File: src/rtl/re_buffer_reader.sv
// Streams one frame of RE samples out of a RAM buffer into a valid/ready port.
// A 2-entry FIFO absorbs the one-cycle RAM latency so reads can run at full rate.
module re_buffer_reader #(
    parameter int ADDR_WIDTH   = 16,
    parameter int DATA_WIDTH   = 32,
    parameter int INITIAL_ADDR = 0,
    parameter int FINAL_ADDR   = 575
) (
    input  logic                  clk,
    input  logic                  rst,
    input  logic                  start,
    output logic                  rd_en,
    output logic [ADDR_WIDTH-1:0] rd_addr,
    input  logic [DATA_WIDTH-1:0] rd_data,
    output logic [DATA_WIDTH-1:0] out_data,
    output logic                  out_valid,
    input  logic                  out_ready,
    output logic                  busy,
    output logic                  done,
    output logic                  overrun
);

    localparam logic [1:0] ST_IDLE  = 2'd0;
    localparam logic [1:0] ST_READ  = 2'd1;
    localparam logic [1:0] ST_DRAIN = 2'd2;

    localparam logic [ADDR_WIDTH-1:0] ADDR_FIRST = ADDR_WIDTH'(INITIAL_ADDR);
    localparam logic [ADDR_WIDTH-1:0] ADDR_LAST  = ADDR_WIDTH'(FINAL_ADDR);

    logic [1:0]            state_q, state_d;
    logic [ADDR_WIDTH-1:0] addr_q, addr_d;
    logic                  inflight_q;
    logic [DATA_WIDTH-1:0] fifo_q [2];
    logic                  wr_ptr_q, rd_ptr_q;
    logic [1:0]            count_q, count_d;
    logic                  done_q, overrun_q;
    logic                  push, pop, last_issue;

    assign push = inflight_q;
    assign pop  = (count_q != 2'd0) && out_ready;

    // Occupancy counts the read still in flight and credits a pop happening this cycle.
    assign rd_en = (state_q == ST_READ) &&
                   (({1'b0, count_q} + {2'b00, inflight_q} - {2'b00, pop}) < 3'd2);

    assign last_issue = rd_en && (addr_q == ADDR_LAST);
    assign count_d    = count_q + {1'b0, push} - {1'b0, pop};

    always_comb begin
        state_d = state_q;
        case (state_q)
            ST_IDLE:  if (start) state_d = ST_READ;
            ST_READ:  if (last_issue) state_d = ST_DRAIN;
            ST_DRAIN: if ((count_d == 2'd0) && !push) state_d = ST_IDLE;
            default:  state_d = ST_IDLE;
        endcase
    end

    always_comb begin
        addr_d = addr_q;
        if (last_issue || (state_q == ST_IDLE)) begin
            addr_d = ADDR_FIRST;
        end else if (rd_en) begin
            addr_d = addr_q + ADDR_WIDTH'(1);
        end
    end

    always_ff @(posedge clk or negedge rst) begin
        if (!rst) begin
            state_q    <= ST_IDLE;
            addr_q     <= ADDR_FIRST;
            inflight_q <= 1'b0;
            wr_ptr_q   <= 1'b0;
            rd_ptr_q   <= 1'b0;
            count_q    <= 2'd0;
            done_q     <= 1'b0;
            overrun_q  <= 1'b0;
        end else begin
            state_q    <= state_d;
            addr_q     <= addr_d;
            inflight_q <= rd_en;
            count_q    <= count_d;
            if (push) wr_ptr_q <= ~wr_ptr_q;
            if (pop)  rd_ptr_q <= ~rd_ptr_q;
            done_q     <= (state_q == ST_DRAIN) && (state_d == ST_IDLE);
            overrun_q  <= start && (state_q != ST_IDLE);
        end
    end

    // Storage entries are plain flops so the head can reset to zero.
    for (genvar gi = 0; gi < 2; gi++) begin : g_fifo
        always_ff @(posedge clk or negedge rst) begin
            if (!rst) begin
                fifo_q[gi] <= '0;
            end else if (push && (wr_ptr_q == 1'(gi))) begin
                fifo_q[gi] <= rd_data;
            end
        end
    end

    assign rd_addr   = addr_q;
    assign out_data  = fifo_q[rd_ptr_q];
    assign out_valid = (count_q != 2'd0);
    assign busy      = (state_q != ST_IDLE);
    assign done      = done_q;
    assign overrun   = overrun_q;

endmodule

File: config.mk
export PLATFORM = sky130hd
export DESIGN_NAME = re_buffer_reader
export DESIGN_NICKNAME = d
export VERILOG_FILES = /design/src/rtl/re_buffer_reader.sv
export SDC_FILE = /design/constraint.sdc
export NUM_CORES = 1
export LEC_CHECK = 0
export CORE_MARGIN = 4
export CORE_UTILIZATION = 40
export CTS_CLUSTER_DIAMETER = 60
export DETAILED_ROUTE_END_ITERATION = 8
export PLACE_DENSITY = 0.66
export SLEW_MARGIN = 20
export SYNTH_ARGS = -nofsm -noshare
export SYNTH_HDL_FRONTEND = slang
export SYNTH_SLANG_ARGS = --single-unit
File: constraint.sdc
create_clock -name clk -period 9 [get_ports clk]
set_clock_uncertainty 0.2 [all_clocks]
set_input_delay 1.8 -clock clk [delete_from_list [all_inputs] [get_ports clk]]
set_output_delay 1.8 -clock clk [all_outputs]
set_load 0.05 [all_outputs]
Word level (Yosys, flattened, before mapping)
Cells that the tools add are included.
Storage, ports and cells
  output and inout port bits: 53
  word-level logic and storage cells: 48
  bits in registers: 89
  input bits: 36
Operators by class
  reduce and logical (&&, ||, !) cells: 16
  add/sub/neg operators: 5
  eq/ne operators: 3
  bitwise operators: 3
  muxes and demuxes: 9
  magnitude comparators: 2
Operator list (number)
  $mux 32: 3
  $mux 16: 2
  $add 16x1->16 const B: 1
  $eq 16x10->1 const B: 1
  $logic_and 1x1->1: 8
  $logic_not 2->1: 3
  $mux 2: 3
  $pmux 2 s3: 1
  $reduce_bool 2->1: 3
  $add 2x1->3: 1
  $lt 3x2->1 const B: 1
  $sub 3x1->3: 1
  $add 2x1->2: 1
  $eq 2x1->1 const B: 1
  $eq 2x2->1 const B: 1
  $ge 2x2->1 const B: 1
  $not 1->1: 2
  $not 1->2: 1
  $sub 2x1->2: 1
  $logic_not 1->1: 1
  $logic_or 1x1->1: 1

Depth between registers and ports, before layout
  depth after elaboration: 10
  mapped depth: 13
  mapped depth without buffers: 11

Least setup slack after synthesis
Ideal clock, no wire load.
  kind: in2out
  from: input out_ready
  to: output rd_en
  buffers on the path: 1
  arrival time: 4184 ps
  setup slack: 2816 ps
  data required time: 7000 ps
  stages: 8
  cell sequence: and2_1 -> ha_1 -> inv_1 -> ha_1 -> fa_1 -> or3b_1 -> buf_2 -> nor2_1
Between the ends
  cells in the longest elaborated chain, start to end: 4
RTL lines
  start, declared: line 17  | input logic out_ready,
  $logic_and 1x1->1: line 40  | assign pop = (count_q != 2'd0) && out_ready;
  $sub 3x1->3: line 44  | (({1'b0, count_q} + {2'b00, inflight_q} - {2'b00, pop}) < 3'd2);
  $lt 3x2->1: line 44
  $logic_and 1x1->1: line 43  | assign rd_en = (state_q == ST_READ) &&
  end, declared: line 12  | output logic rd_en,
Every way passes these cells.

Worst setup path in the final report
  from: input out_ready
  to: output rd_en
Between the ends
  cells in the longest elaborated chain, start to end: 4
RTL lines
  $logic_and 1x1->1: line 40
  named net pop: line 37  | logic push, pop, last_issue;
  $sub 3x1->3: line 44
  $lt 3x2->1: line 44
  $logic_and 1x1->1: line 43
The timed path passes the listed nets, and every way through them passes these cells.

==> results.py <==
metrics = {
    "outcome": {
        "status": "finished clean",
    },
    "clocking": {
        "clk_pin_slew_ns": 0.08,
        "cts_resized": 0,
        "hold_buffers": 0,
        "numCtsBuffers": 9,
        "cts_tree": "done",
        "ctsRootBufferMaster": "clkbuf_8",
        "insertion_delay_ns": 0.35,
        "post_cts_buffers": 0,
        "htreeDepth": 3,
        "clk_path_buf_depth": 2,
        "cts_num_sinks": 89,
    },
    "grt": {
        "grt_pass1_wl_um": 13600,
        "grt_overflow": 0,
        "grt_max_degree": 57,
        "grt_usage_pct": 14.8,
        "antenna_found_initial": 0,
        "grt_pass1_vias": 2783,
    },
    "floorplanning": {
        "die_w_um": 108,
        "die-area_um2": 11700,
        "start_util_pct": 41.1,
        "rows": 36,
        "io_pins": 89,
        "die_y_um": 108,
        "coreArea_um2": 9730,
    },
    "critical_path": {
        "cp_slowest_cell": "clkdlybuf4s50_1",
        "slowest_delay_ns": 0.87,
        "worstPathRequired_ns": 7.00,
        "path_depth": 9,
        "endpoint_kind": "primary output",
        "critPathArrivalTime_ns": 4.97,
        "start_kind": "primary input",
        "timing.setup.critical_path_class": "in -> out",
        "reg2reg_depth": 11,
        "path_delay_family": "buffers and inverters",
        "crit_fanout": 8,
        "critical_path.n_buffers_inverters": 3,
        "cp_cell_sequence": "clkdlybuf4s50_1 > and2_1 > ha_1 > inv_1 > ha_1 > fa_1 > or3b_1 > nor2_1 > clkdlybuf4s50_1",
    },
    "yosys": {
        "synth_edf_count": 0,
        "yosysMostFrequentCell": "mux2_2",
        "ys_ff_latch": 89,
        "synthesis.nets": 335,
        "yosys_most_used_dff": "dfrtp_1",
        "synth_top_area_share_pct": 55.7,
        "syn-mean-instance-area_um2": 13.5,
        "yosys-top-cells-area": "dfrtp_1 56%, mux2_2 27%, xnor2_1 1.5%, or3_1 1.1%, ha_1 0.94%",
        "yosys.area.top_type": "dfrtp_1",
        "synth_area_um2": 4000,
        "ys_async_sr_fraction_pct": 100,
        "ys_warn_count": 0,
        "seq_area_frac_synth_pct": 55.7,
        "postSynthCellCount": 295,
        "yosys-top-cells-count": "96 x mux2_2, 89 x dfrtp_1, 9 x nand2_1, 9 x nor2_1",
        "synth.distinct_cells": 36,
    },
    "layout": {
        "finalNetCount": 421,
        "area_growth_pct": 30.8,
        "num_antenna_cells": 0,
        "final.fill_count": 867,
        "drive_above_1_share_pct": 31.6,
    },
    "hold_path": {
        "hold_depth": 1,
        "hp-class": "reg -> reg",
    },
    "placed_design": {
        "portBuffers": 88,
        "gp_congestion": 0.731,
        "hpwl_um": 5490,
    },
    "timing": {
        "fmax_mhz": 143,
        "hold_viol": 0,
        "fin_crit_sh_pct": 77.5,
        "period_needed_ns": 6.97,
        "rsz0062_at_grt": "false",
        "tightest_slew_ns": 0.988,
        "report.final.slew_viol_count": 0,
        "slew_headroom_pct": 34.0,
        "setup_violations": 0,
        "tns_ns": 0,
        "finalHoldWorstSlack_ns": 0.305,
    },
    "power": {
        "ir_drop_mv": 0.241,
        "cellLeakagePower_nw": 2.11,
        "power.density_nw_per_um2": 425,
    },
    "routing": {
        "dr.pass1.iters": 4,
        "vias_per_cell": 4.97,
        "vias": 2580,
        "ant_nets": 0,
        "drcViolationCount": 0,
        "drt_iter0_drc": 75,
        "wl_per_cell_um": 15.4,
        "wl_um": 8010,
    },
    "flow_run": {
        "maxCapViolations": 0,
    },
}
## flip-flops by register name (all words and copies together) (netlist names)
name / count
state_q: 2
done: 1
wr_ptr_q: 1
fifo_q: 64
inflight_q: 1
rd_ptr_q: 1
overrun: 1
count_q: 2
rd_addr: 16
## cells in the final DEF (no fill, tap or decap), types with 3 or more instances in the layout
cell type	n
mux2_2	96
dfrtp_1	89
clkdlybuf4s50_1	87
clkbuf_8	10
nor2_1	9
nand2_1	9
xnor2_1	7
or3_1	7
a21oi_1	7
inv_1	6
nand3_1	6
or4_1	5
o31ai_1	5
nor4_1	3
and2_1	3
o21ai_0	3
xor2_1	3
ha_1	3
buf_4	3
## worst register-to-register path, cell delays in order (launching register included)
cell	delay, ns
dfrtp_1	0.40
inv_1	0.10
nand2_1	0.08
and2_1	0.19
ha_1	0.27
inv_1	0.04
ha_1	0.18
fa_1	0.46
or3b_1	0.51
or3b_2	0.55
o31ai_4	0.64
nor2_1	0.12
## kinds of logic after synthesis
| logic type | share of synthesized area, % |
|---|---|
| AO/OA/AOI/OAI | 3.13 |
| XOR/XNOR | 2.19 |
| adder cells (fa/ha/maj) | 1.44 |
| buffers and inverters | 2.25 |
| flip-flops | 55.7 |
| multiplexers | 27.3 |
| AND/OR/NAND/NOR | 7.92 |
## per-stage QoR
step | power (mW) | instance area (um^2) | worst slack (ns) | util, % | cells
detailed placement | 1.97 | 5020 | 2.01 | 51.6 | 503
CTS | 2.26 | 5230 | 2.00 | 53.7 | 519
global placement | 1.95 | 4990 | 2.05 | 51.3 | 502
finish | 2.22 | 5230 | 2.03 | 53.7 | 519
global route | 2.36 | 5230 | 1.85 | 53.7 | 519
floorplan | 1.60 | 4000 | 2.82 | - | 295
## per-layer routing
metal,GRT usage [%],part of all wire (%),vias up
met1,20.4,45,1289
met2,23.6,50,51
met4,6.04,1.5,0
met3,2.27,3.6,9
met5,0,0,-
li1,-,-,1231
## final timing paths
check / from / end / slack [ns]
min in group asynchronous: rst / rd_addr[5] / 1.19
max in group asynchronous: rst / fifo_q[16] / 6.79
worst max register to register: count_q[1] / rd_addr[5] / 5.13
worst min register to register: fifo_q[11] / fifo_q[11] / 0.31
worst max-delay path: out_ready / rd_en / 2.03
worst min-delay path: fifo_q[11] / fifo_q[11] / 0.31
## layout make-up
type / instances / area [um^2] / area share (%)
sequential: 89 / 2230 / 42.6
multi-input combinational: 184 / 1690 / 32.3
timing repair buffer: 91 / 921 / 17.6
tap: 133 / 166 / 3.18
clock buffer: 10 / 138 / 2.63
clock inverter: 6 / 65.1 / 1.25
inverter: 6 / 22.5 / 0.431
## power by group
group / internal, mW / total [mW] / leakage [nW] / switching (mW)
sequential: 0.574 / 0.671 / 1.07 / 0.0964
clock: 0.136 / 0.276 / 0.103 / 0.140
combinational: 0.533 / 1.27 / 0.936 / 0.739
total: 1.24 / 2.22 / 2.11 / 0.975
(Power assumes the default switching activity.)
==> patch 1, RTL diff (same settings) <==
The output `overrun` loses its register stage (`overrun_q` becomes a continuous assignment).
--- a/src/rtl/re_buffer_reader.sv
+++ b/src/rtl/re_buffer_reader.sv
@@ -75,5 +75,4 @@
             count_q    <= 2'd0;
             done_q     <= 1'b0;
-            overrun_q  <= 1'b0;
         end else begin
             state_q    <= state_d;
@@ -84,7 +83,8 @@
             if (pop)  rd_ptr_q <= ~rd_ptr_q;
             done_q     <= (state_q == ST_DRAIN) && (state_d == ST_IDLE);
-            overrun_q  <= start && (state_q != ST_IDLE);
         end
     end
+
+    assign overrun_q = start && (state_q != ST_IDLE);
 
     // Storage entries are plain flops so the head can reset to zero.
Check against the original RTL: not equivalent (Yosys sat finds a counterexample within 4 cycles, from zero or initial values and one cycle with rst low).
==> patch 1 against the unedited design <==
Via count is 1.5% higher; total power is 0.98% higher; combinational power hardly changed; sequential cell count is 1 lower; routed wire length is 3.1% higher; critical path type unchanged; synthesized area is 0.63% lower; hold slack better by 0.0017 ns; worst setup slack worse by 0.050 ns; final area is 0.62% lower; largest cell class unchanged.
==> patch 1: results (changes against the unedited design) <==
* Status: completed (unchanged)
* Nets@finish at 419 (was 421)
* Leakage at 0.00210 uW (was 0.00211 uW)
* Met1 wire length at 3.85 mm (was 3.58 mm)
* Area fraction in compound gates after synthesis at 3.15% (was 3.13%)
* Dpl ws at 1.94 ns (was 2.01 ns)
* Hold slack final at 0.307 ns (was 0.305 ns)
* First-pass GRT wire length at 13.9 mm (was 13.6 mm)
* Routability cong. at 0.742 (was 0.731)
* Tcrit/Tclk final at 78.0% (was 77.5%)
* Post-Synth XOR/XNOR Area at 2.21% (was 2.19%)
* Area contributors post-synth: dfrtp_1, mux2_2, xnor2_1, or3_1, ha_1 (unchanged)
* Multiplexer share of the synthesized area at 27.5% (was 27.3%)
* CTS Sinks at 88 (was 89)
* Pin count of the biggest net entering global routing at 89 (was 57)
* Vias at 2618 (was 2580)
* Critical path arrival at 5.02 ns (was 4.97 ns)
* I/O Buffers at 88 (unchanged)
* Filler cell count in the final layout at 843 (was 867)
* Worst VDD drop at 0.000193 V (was 0.000241 V)
* Detailed Place HPWL at 5.52 mm (was 5.49 mm)
* Hold Path Class: flop to flop (unchanged)
* Sequential area share after synthesis at 55.5% (was 55.7%)
* Vias in the first global route at 2844 (was 2783)
* Synth Instances at 294 (was 295)
* Dpl cells at 501 (was 503)
* Synth Area in Adders at 1.45% (was 1.44%)
* Syn Nets at 334 (was 335)
* Rel. slew slack at 34.3% (was 34.0%)
* Most common library cells after synthesis: mux2_2, dfrtp_1, nand2_1, nor2_1 (unchanged)
* Initial DRC Count at 88 (was 75)
* Met2 routed WL at 3.88 mm (was 4.02 mm)
* GRT Total Usage at 15.0% (was 14.8%)
* Register-to-Register Setup Slack at 5.13 ns (about the same)
* Layout cells sized above 1 at 31.5% (was 31.6%)
patch 1: path summary, 6_finish.rpt:
path,from,to,depth (start not counted)
setup / recovery,out_ready,rd_en,9
hold / removal,fifo_q[42],fifo_q[42],1
setup reg to reg,count_q[1],rd_addr[8],11
hold reg to reg,fifo_q[42],fifo_q[42],1
max in group asynchronous,rst,rd_addr[6],1
min in group asynchronous,rst,fifo_q[10],1
patch 1: layout make-up:
class                   count  area (sq um)  share of cell area (%)
multi-input cells         184          1690                    32.5
clock inverters             7          95.1                    1.83
flip-flops and latches     88          2200                    42.4
well taps                 133           166                    3.20
clock buffers               9           124                    2.39
inverters                   6          22.5                   0.434
repair buffers             90           897                    17.3
patch 1: critical path, stage by stage:
cell	delay, ns
clkdlybuf4s50_1	0.41
and2_1	0.16
ha_1	0.27
inv_1	0.04
ha_1	0.18
fa_1	0.46
or3b_1	0.50
nor2_1	0.33
clkdlybuf4s50_1	0.87
patch 1: logic make-up (layout without fill, tap and decap cells):
kind of cell | Yosys count | in the layout
buf+inv | 22 | 112
fa+ha+maj | 4 | 4
mux | 97 | 97
simple gates | 55 | 55
compound gates | 18 | 18
xor+xnor | 10 | 10
flops | 88 | 88
patch 1: power by group:
| part | leakage [uW] | internal [uW] | switching (uW) |
|---|---|---|---|
| Combinational | 0.000924 | 533 | 739 |
| Sequential | 0.00106 | 569 | 103 |
| Clock | 0.000110 | 157 | 140 |
patch 1: layer usage:
metal	track usage [%]	vias up
met5	0	-
met4	5.05	0
met3	3.72	13
met2	23.9	74
met1	20.0	1318
li1	-	1213
==> patch 2, RTL diff (config.mk and constraints unchanged) <==
Without the edit above. Change the parameter `ADDR_WIDTH` from 16 to 17.
--- a/src/rtl/re_buffer_reader.sv
+++ b/src/rtl/re_buffer_reader.sv
@@ -2,5 +2,5 @@
 // A 2-entry FIFO absorbs the one-cycle RAM latency so reads can run at full rate.
 module re_buffer_reader #(
-    parameter int ADDR_WIDTH   = 16,
+    parameter int ADDR_WIDTH   = 17,
     parameter int DATA_WIDTH   = 32,
     parameter int INITIAL_ADDR = 0,
Interface: changed (resized rd_addr); port bits go from 89 to 90. The function was not compared with the original's and may differ.
==> patch 2 against the unedited design <==
Highest routed layer unchanged; routed wire length increased by 6.8%; final area up 0.96%; via count increased by 4.2%; clock power rose by 11%; hold slack gained 0.0014 ns; sequential power rose by 1%; total power up 2.0%; sequential cell count is 1 higher; worst setup slack gained 0.094 ns; critical endpoint unchanged; core utilization up 0.26 points; synthesized area increased by 0.69%.
==> patch 2: results (changes against the unedited design) <==
* Status: completed (unchanged)
* Multiplexer share of the synthesized area at 26.9% (was 27.3%)
* GR Util met2 at 24.6% (was 23.6%)
* M3 GR Usage at 4.12% (was 2.27%)
* Detailed Place HPWL at 5.76 mm (was 5.49 mm)
* Met1 Use GR at 21.4% (was 20.4%)
* Initial DRC Count at 56 (was 75)
* Routability cong. at 0.816 (was 0.731)
* Vias per cell at 5.08 (was 4.97)
* Hold slack final at 0.307 ns (was 0.305 ns)
* Sequential area share after synthesis at 56.0% (was 55.7%)
* I/O Buffers at 89 (was 88)
* CP Max Fanout at 6 (was 8)
* Distinct cells, synth at 30 (was 36)
* Vias in the first global route at 2865 (was 2783)
* Tcrit/Tclk final at 76.4% (was 77.5%)
* Area fraction in compound gates after synthesis at 3.33% (was 3.13%)
* Total Wirelength at 8.55 mm (was 8.01 mm)
* GRT Total Usage at 15.7% (was 14.8%)
* Hold EP: fifo_q[25] (was fifo_q[11])
* Pin count of the biggest net entering global routing at 91 (was 57)
* Nets@finish at 431 (was 421)
* Yosys top cell area share at 56.0% (was 55.7%)
* Syn Nets at 343 (was 335)
* Dpl cell area at 5050 sq um (was 5020 sq um)
* Most common library cells after synthesis: mux2_2, dfrtp_1, a21oi_1 (was mux2_2, dfrtp_1, nand2_1, nor2_1)
* Vias at 2689 (was 2580)
* Register-to-Register Setup Slack at 5.25 ns (was 5.13 ns)
* Synth Instances at 303 (was 295)
* Synth Area in Adders at 1.43% (was 1.44%)
* Worst slew pin tran at 0.994 ns (was 0.988 ns)
* Hold path startpoint: fifo_q[25] (was fifo_q[11])
* Critical path arrival at 4.88 ns (was 4.97 ns)
-- patch 2: cell count changes after synthesis, sizes merged, moves of 2 or more --
cell   before  now
buf        10    7
o31ai       6    4
xor2        3    6
o21ai       3    7
a21oi       8   12
nand4       1    7
xnor2       7    4
-- patch 2: per-layer routing --
layer  part of all wire [%]  wire (microns)
met3                    5.9             507
met5                      0               0
met1                     47            4050
met4                   0.92              79
met2                     46            3910
-- patch 2: area by class of cell --
type                       count  area [sq um]  area share, %
inverter                       7          26.3          0.498
clock buffer                   9           124           2.35
multi-input combinational    192          1700           32.2
timing repair buffer          91           907           17.2
sequential                    90          2250           42.7
tap                          133           166           3.15
clock inverter                 7           101           1.92
-- patch 2: power by group --
group          switching [uW]  total, uW  internal [uW]
logic                     742       1280            535
registers                 101        679            578
clock network             147        306            159
